**src/rtl/mskaes_ks_ctrl_pkg.sv**
```systemverilog
`default_nettype none
// ============================================================================
// Module   : mskaes_ks_ctrl_pkg
// Brief    : Shared constants for the masked AES-128 key-schedule controller.
// Revision : 1.0 - initial release
// ============================================================================
package mskaes_ks_ctrl_pkg;

    localparam int c_state_w      = 3;
    localparam int c_col_w        = 2;
    localparam int c_round_w      = 4;
    localparam int c_nrounds_def  = 10;
    localparam int c_sbox_lat_def = 4;

    localparam logic [2:0] c_st_idle     = 3'd0;
    localparam logic [2:0] c_st_load     = 3'd1;
    localparam logic [2:0] c_st_sb_issue = 3'd2;
    localparam logic [2:0] c_st_sb_wait  = 3'd3;
    localparam logic [2:0] c_st_col0     = 3'd4;
    localparam logic [2:0] c_st_coln     = 3'd5;
    localparam logic [2:0] c_st_done     = 3'd6;

    // Wait counter only ever holds SBOX_LAT-2, so size it for that value.
    function automatic int lat_cnt_w(input int lat);
        return (lat > 2) ? $clog2(lat - 1) : 1;
    endfunction

endpackage
`default_nettype wire

```
**src/rtl/mskaes_ks_lat_cnt.sv**
```systemverilog
`default_nettype none
// ============================================================================
// Module   : mskaes_ks_lat_cnt
// Brief    : Loadable saturating down-counter with zero flag (S-box wait).
// Revision : 1.0 - initial release
// ============================================================================
module mskaes_ks_lat_cnt #(
    parameter int W = 2
) (
    input  logic         clk,
    input  logic         rst_n,
    input  logic         i_load,
    input  logic [W-1:0] i_load_val,
    input  logic         i_dec,
    output logic         o_zero
);

    logic [W-1:0] r_count;

    always_ff @(posedge clk) begin
        if (!rst_n) begin
            r_count <= '0;
        end else if (i_load) begin
            r_count <= i_load_val;
        end else if (i_dec && (r_count != '0)) begin
            r_count <= r_count - 1'b1;
        end
    end

    assign o_zero = (r_count == '0);

endmodule
`default_nettype wire

```
**src/rtl/mskaes_ks_ctrl.sv**
```systemverilog
`default_nettype none
// ============================================================================
// Module   : mskaes_ks_ctrl
// Brief    : Control FSM sequencing masked AES-128 round keys column by column.
// Revision : 1.0 - initial release
// ============================================================================
module mskaes_ks_ctrl
    import mskaes_ks_ctrl_pkg::*;
#(
    parameter int NROUNDS  = c_nrounds_def,
    parameter int SBOX_LAT = c_sbox_lat_def
) (
    input  logic                 clk,
    input  logic                 rst_n,
    input  logic                 start,
    output logic                 busy,
    output logic                 sbox_req,
    input  logic                 sbox_gnt,
    output logic                 rcon_rst,
    output logic                 rcon_update,
    output logic                 rcon_mask,
    output logic [c_col_w-1:0]   col_idx,
    output logic [c_round_w-1:0] round_idx,
    output logic                 rk_valid,
    input  logic                 rk_ready,
    output logic                 col_en,
    output logic                 done
);

    localparam int                   c_lat_w      = lat_cnt_w(SBOX_LAT);
    localparam logic [c_lat_w-1:0]   c_lat_load   = c_lat_w'((SBOX_LAT >= 2) ? SBOX_LAT - 2 : 0);
    localparam logic [c_round_w-1:0] c_last_round = c_round_w'(NROUNDS - 1);
    localparam logic [c_col_w-1:0]   c_last_col   = '1;

    logic [c_state_w-1:0] r_state;
    logic [c_col_w-1:0]   r_col;
    logic [c_round_w-1:0] r_round;
    logic                 w_lat_load;
    logic                 w_lat_dec;
    logic                 w_lat_zero;

    assign w_lat_load = (r_state == c_st_sb_issue) && sbox_gnt;
    assign w_lat_dec  = (r_state == c_st_sb_wait);

    mskaes_ks_lat_cnt #(
        .W (c_lat_w)
    ) u_lat_cnt (
        .clk        (clk),
        .rst_n      (rst_n),
        .i_load     (w_lat_load),
        .i_load_val (c_lat_load),
        .i_dec      (w_lat_dec),
        .o_zero     (w_lat_zero)
    );

    always_ff @(posedge clk) begin
        if (!rst_n) begin
            r_state <= c_st_idle;
            r_col   <= '0;
            r_round <= '0;
        end else begin
            case (r_state)
                c_st_idle: begin
                    r_col   <= '0;
                    r_round <= '0;
                    if (start) r_state <= c_st_load;
                end
                c_st_load: r_state <= c_st_sb_issue;
                c_st_sb_issue: begin
                    if (sbox_gnt) r_state <= (SBOX_LAT == 1) ? c_st_col0 : c_st_sb_wait;
                end
                c_st_sb_wait: begin
                    if (w_lat_zero) r_state <= c_st_col0;
                end
                c_st_col0: begin
                    if (rk_ready) begin
                        r_col   <= r_col + 1'b1;
                        r_state <= c_st_coln;
                    end
                end
                c_st_coln: begin
                    if (rk_ready) begin
                        r_col <= r_col + 1'b1;
                        // Column 3 accepted closes the round.
                        if (r_col == c_last_col) begin
                            r_round <= r_round + 1'b1;
                            r_state <= (r_round == c_last_round) ? c_st_done : c_st_sb_issue;
                        end
                    end
                end
                c_st_done: begin
                    r_round <= '0;
                    r_state <= c_st_idle;
                end
                default: r_state <= c_st_idle;
            endcase
        end
    end

    // Everything except col_en/rcon_update is a pure decode of registered state.
    assign busy        = (r_state != c_st_idle);
    assign sbox_req    = (r_state == c_st_sb_issue);
    assign rcon_rst    = (r_state == c_st_idle);
    assign rcon_mask   = (r_state == c_st_col0);
    assign rk_valid    = (r_state == c_st_col0) || (r_state == c_st_coln);
    assign col_en      = rk_valid & rk_ready;
    assign rcon_update = (r_state == c_st_coln) && (r_col == c_last_col) && rk_ready;
    assign done        = (r_state == c_st_done);
    assign col_idx     = r_col;
    assign round_idx   = r_round;

endmodule
`default_nettype wire

```
**config.mk**
```make
export PLATFORM = sky130hd
export DESIGN_NAME = mskaes_ks_ctrl
export DESIGN_NICKNAME = d
export VERILOG_FILES = /design/src/rtl/mskaes_ks_ctrl_pkg.sv /design/src/rtl/mskaes_ks_lat_cnt.sv /design/src/rtl/mskaes_ks_ctrl.sv
export SDC_FILE = /design/constraint.sdc
export NUM_CORES = 1
export LEC_CHECK = 0
export ABC_AREA = 0
export BUFFER_PORTS_ARGS = -buffer_cell sky130_fd_sc_hd__buf_4
export CORE_UTILIZATION = 50
export DETAILED_ROUTE_END_ITERATION = 8
export HOLD_SLACK_MARGIN = 0.02
export PLACE_DENSITY = 0.8
export SLEW_MARGIN = 20
export SYNTH_ARGS = -nofsm -noshare
export SYNTH_HDL_FRONTEND = slang
export SYNTH_HIERARCHICAL = 1
export SYNTH_SLANG_ARGS = --single-unit
```
**constraint.sdc**
```tcl
create_clock -name clk -period 1.4 [get_ports clk]
set_input_delay 0.07 -clock clk [delete_from_list [all_inputs] [get_ports clk]]
set_output_delay 0.07 -clock clk [all_outputs]
set_load 0.01 [all_outputs]
```
Word-level counts from Yosys, hierarchy flattened
Index checks and enable logic that the tools add are counted.
W data, S select, Z words.
{ "classes": {"shifts": 0, "n_mul": 0, "bitwise_logic": 2, "reduce_logical": 18, "eq_ne": 15, "muxes": 15, "n_lt_le_gt_ge": 0, "addsub": 3, "div_mod_pow": 0} }
{ "op_table": {"columns": ["operator", "count"], "rows": [
  ["$mux W3", 7],
  ["$pmux W3 S6", 1],
  ["$eq A3 B3 Y1 const B", 3],
  ["$mux W4", 2],
  ["$ne A2 B2 Y1 const B", 4],
  ["$pmux W4 S2", 1],
  ["$reduce_bool A2 Y1", 4],
  ["$eq A3 B2 Y1 const B", 2],
  ["$mux W2", 3],
  ["$ne A2 B1 Y1 const B", 3],
  ["$reduce_and A6 Y1", 1],
  ["$reduce_or A2 Y1", 3],
  ["$add A4 B1 Y4 const B", 1],
  ["$eq A4 B4 Y1 const B", 1],
  ["$logic_and A1 B1 Y1", 4],
  ["$pmux W2 S2", 1],
  ["$eq A3 B1 Y1 const B", 1],
  ["$logic_not A3 Y1", 1],
  ["$reduce_and A3 Y1", 1],
  ["$reduce_bool A3 Y1", 1],
  ["$add A2 B1 Y2 const B", 1],
  ["$eq A2 B2 Y1 const B", 1],
  ["$logic_not A2 Y1", 1],
  ["$reduce_and A2 Y1", 1],
  ["other kinds (4)", 4]
]} }
{ "totals": {"latch_bits": 0, "n_memories": 0, "elab_cells": 58, "in_bits": 5, "rom_bits": 0, "ram_bits": 0, "ff_bits": 11} }

Longest topological paths before layout
{ "depth": {"ltp_word": 5, "mapped_depth": 6, "ltp_nobuf": 6} }

Cells and area by module
The synthesis kept the hierarchy.
{ "by_module_without_submodules": {"columns": ["mod", "instances", "area_each_um2", "cells_each"], "rows": [
  ["mskaes_ks_ctrl", 1, 601.8, 78],
  ["mskaes_ks_lat_cnt", 1, 122.6, 14]
]} }

Worst setup path after synthesis
Ideal clock, no wire load.
{ "synth_path": {"kind": "flip-flop to flip-flop", "start": "register r_state[1]", "end": "register u_lat_cnt.r_count[0]", "t_arrival_ns": 1.370, "path_stages_with_launch": 7, "slack_ns": -0.089, "required_time_ns": 1.281, "synth_period_minus_slack_ns": 1.489, "path_cell_list": "dfxtp_1 > buf_2 > nor3b_1 > and2_1 > inv_1 > o21ai_0 > a21oi_1"} }
{ "synth_between": {"elab_chain_cells": 3, "elab_cells_between_ends": 5, "cone_classes": "2 x eq/ne; 3 x reduce/logical"} }
{ "synth_rtl": {"columns": ["item", "line_no", "source"], "rows": [
  ["from (decl)", "mskaes_ks_ctrl.sv:35", "logic [c_state_w-1:0] r_state;"],
  ["from (signal assigned)", "mskaes_ks_ctrl.sv:58", "r_state <= c_st_idle;"],
  ["from (signal assigned)", "mskaes_ks_ctrl.sv:66", "if (start) r_state <= c_st_load;"],
  ["from (signal assigned)", "mskaes_ks_ctrl.sv:68", "c_st_load: r_state <= c_st_sb_issue;"],
  ["$eq A3 B2 Y1", null, null],
  ["named net sbox_req", "mskaes_ks_ctrl.sv:17", "output logic sbox_req,"],
  ["$logic_and A1 B1 Y1", "mskaes_ks_ctrl.sv:42", "assign w_lat_load = (r_state == c_st_sb_issue) && sbox_gnt;"],
  ["named net w_lat_load", "mskaes_ks_ctrl.sv:38", "logic w_lat_load;"],
  ["$reduce_or A2 Y1 (no line)", null, null],
  ["to (signal assigned)", "mskaes_ks_lat_cnt.sv:24", "r_count <= i_load_val;"],
  ["to (signal assigned)", "mskaes_ks_lat_cnt.sv:26", "r_count <= r_count - 1'b1;"],
  ["to (decl)", "mskaes_ks_lat_cnt.sv:18", "logic [W-1:0] r_count;"]
]} }
The timed path passes the listed nets, and every way through them passes these cells.
A chain may end at the register's enable or synchronous reset.

Worst setup path after layout
{ "layout_path": {"start": "register r_col[1], in the netlist col_idx[1]", "end": "output port rcon_update"} }
{ "layout_between": {"elab_chain_cells": 3} }
{ "layout_rtl": {"columns": ["item", "line_no", "source"], "rows": [
  ["from (decl)", "mskaes_ks_ctrl.sv:36", "logic [c_col_w-1:0] r_col;"],
  ["from (signal assigned)", "mskaes_ks_ctrl.sv:77", "r_col <= r_col + 1'b1;"],
  ["from (signal assigned)", "mskaes_ks_ctrl.sv:83", "r_col <= r_col + 1'b1;"],
  ["$eq A2 B2 Y1", "mskaes_ks_ctrl.sv:107", "assign rcon_update = (r_state == c_st_coln) && (r_col == c_last_col) && rk_ready;"],
  ["$logic_and A1 B1 Y1 (2 in a row)", "mskaes_ks_ctrl.sv:107", null],
  ["to (decl)", "mskaes_ks_ctrl.sv:20", "output logic rcon_update,"]
]} }
Every way passes these cells.

==> reports/metrics.csv <==
stage,metric,value,unit
clocking,cts.sinks,11,
job,maxCapViolations,0,
yosys,ys_warn_count,6,
clocking,cts_made_buffers,3,
yosys,synthSimpleGateAreaFrac,30.2,%
clocking,cts_setup_buffers,0,
placed_design,io_buffer_count,18,
sta,fin_crit_sh,93.6,%
yosys,async_flop_share,0,%
finish,fin_nets,125,
die,io_pins,19,
global_routing,grt_pass1_vias,570,
yosys,synth_edf_count,0,
yosys,synth_adder_area_share,6.91,%
yosys,synth-main-ff-cell,dfxtp_1,
die,die_w,40.1,um
detailed_routing,viasPerCell,5.38,
die,core_area,1320,um2
placed_design,placed_area,890,um2
detailed_routing,drt_first_iter_violations,18,
sta,rsz0062_at_grt,false,
yosys,synth_mux_area_share,1.38,%
global_routing,grt_antenna_before_repair,0,
setup_path,critPathRequiredTime,1.33,ns
sta,skew,0.00192,ns
sta,hold_violations,0,
yosys,ys_seq_area_share,30.4,%
global_routing,globalRouteOverflowTotal,0,
hold_path,hold_path.class,input pin to flip-flop,
placed_design,dp_hpwl,1180,um
detailed_routing,drcViolationCount,0,
detailed_routing,num_vias,700,
setup_path,critical_path.max_fanout,4,
yosys,avgSynthCellArea,7.87,um2
detailed_routing,wirelength,1550,um
placed_design,post-place-ws,-0.0154,ns
finish,syn_to_final_growth,27.3,%
die,die_area,1610,um2
finish,final_area,922,um2
sta,timing.fmax,0.763,GHz
sta,setup_viol,0,
setup_path,start_kind,flip-flop,
detailed_routing,drt-pass1-iter-count,4,
global_routing,grt_util_all_layers,22.8,%
placed_design,dp.cells,126,
detailed_routing,post_drt_wl_per_cell,11.9,um
pwr,power_density,1220,nW/um2
global_routing,grt_pass1_wl,2410,um
yosys,ys_ff_latch,11,
clocking,cts_root_buffer,clkbuf_4,
sta,slew_viol_final,0,
yosys,synth_top_family_by_area,simple AND/OR/NAND/NOR gates,
pwr,finalPower,1.12,mW
clocking,clockBufferDepth,2,
die,die_h,40.1,um
clocking,clock_latency,0.27,ns
yosys,netlist_area,724,um2
finish,antenna_cells,0,
die,fp-row-count,13,
pwr,p_leak,0.399,nW
clocking,cts_tree,built,
pwr,irDropWorstVdd,0.000757,V
detailed_routing,ant_nets,0,
finish,final_cell_mix,"22 x buf_4, 8 x inv_1, 8 x dfxtp_1",
yosys,synth_fp_nets,101,
yosys,synth_cell_types,41,
finish,layout-drive-gt1-share,30.4,%
global_routing,grt_max_degree,15,
setup_path,criticalPathCategory,flip-flop to output pin,
yosys,synthXorXnorAreaFrac,3.63,%
sta,fin_ws,0.0901,ns
setup_path,cp.arrival,1.24,ns
clocking,clk_pin_slew,0.08,ns
outcome,status,completed,
finish,final_common_cell,buf_4,
setup_path,end_kind,output pin,
finish,stdcell_count,130,
die,start_util,55.0,%
sta,fin_crit,1.31,ns
yosys,synth-compound-area-share,18.5,%
clocking,h-tree-depth,1,
yosys,synthCells,92,
placed_design,place_congestion,0.769,
[registers in the layout, indices dropped and copies added, names as in the netlist]
signal	cells
round_idx	4
r_state	3
col_idx	2
u_lat_cnt/r_count	2
[final timing paths]
| check | slack (ns) | end | from | cells after the start |
|---|---|---|---|---|
| setup / recovery | 0.09 | rcon_update | col_idx[1] | 4 |
| hold / removal | 0.05 | r_state[0] | rst_n | 2 |
| setup reg to reg | 0.10 | round_idx[1] | r_state[2] | 4 |
| hold reg to reg | 0.52 | round_idx[3] | round_idx[3] | 2 |
[cell usage after synthesis, types with 2 or more instances]
| library cell | count | area share [%] |
|---|---|---|
| nor3_1 | 2 | 1.4 |
| or3_1 | 2 | 1.7 |
| a211oi_1 | 2 | 2.1 |
| dfxtp_1 | 11 | 30 |
| inv_1 | 8 | 4.1 |
| nor2_1 | 7 | 3.6 |
| nor3b_1 | 2 | 2.1 |
| a21oi_1 | 5 | 3.5 |
| and2_1 | 2 | 1.7 |
| nand2_1 | 7 | 3.6 |
| ha_1 | 4 | 6.9 |
| o21ai_0 | 5 | 3.5 |
| nand2b_1 | 2 | 1.7 |
| nand3_1 | 4 | 2.8 |
| xor2_1 | 2 | 2.4 |
| conb_1 | 2 | 1.0 |
[cell type report]
type,count,area (um2)
well taps,15,18.8
multi-input cells,69,454
flip-flops and latches,11,224
repair buffers,22,165
inverters,9,33.8
fillers,109,395
clock buffers,4,26.3
[where the power goes]
part / internal (mW) / switching, mW / leakage, nW
combinational: 0.244 / 0.226 / 0.294
sequential: 0.350 / 0.0794 / 0.0904
clock: 0.110 / 0.114 / 0.0150
total: 0.704 / 0.419 / 0.399
[logic make-up after synthesis]
family,after synthesis
adder cells (fa/ha/maj),4
AND/OR/NAND/NOR,38
AO/OA/AOI/OAI,21
XOR/XNOR,3
buffers and inverters,12
flip-flops,11
multiplexers,1
other,2
[through the flow]
step	utilization [%]	hold slack, ns	TNS, ns
floorplan	-	0.188	0
global placement	67.5	0.321	-0.0168
detailed placement	67.5	0.326	-0.0154
CTS	69.7	0.0422	0
global route	70.0	0.0588	0
finish	70.0	0.0514	0
[timing repair]
| item | CTS | global route |
|---|---|---|
| hold buffers | 0 | 0 |
| resized for setup | 2 | 2 |
| pin swaps | 0 | 1 |
| endpoints found under the hold margin | 0 | 0 |
| endpoints found under the setup margin | 4 | 5 |
[metal layers]
metal  wire length (um)  vias to the layer above  global-route usage (%)
li1                   -                      367                       -
met1                778                      320                    30.4
met2                716                       11                    35.9
met3                 50                        2                    5.00
met4                  7                        0                    7.76
met5                  0                        -                       0
[critical path, cell delays in order, from the launching register on]
cell     delay, ns
dfxtp_1       0.35
ha_2          0.21
nand3_1       0.12
nor2_1        0.15
buf_4         0.14
Power figures use the tool's default switching activity.
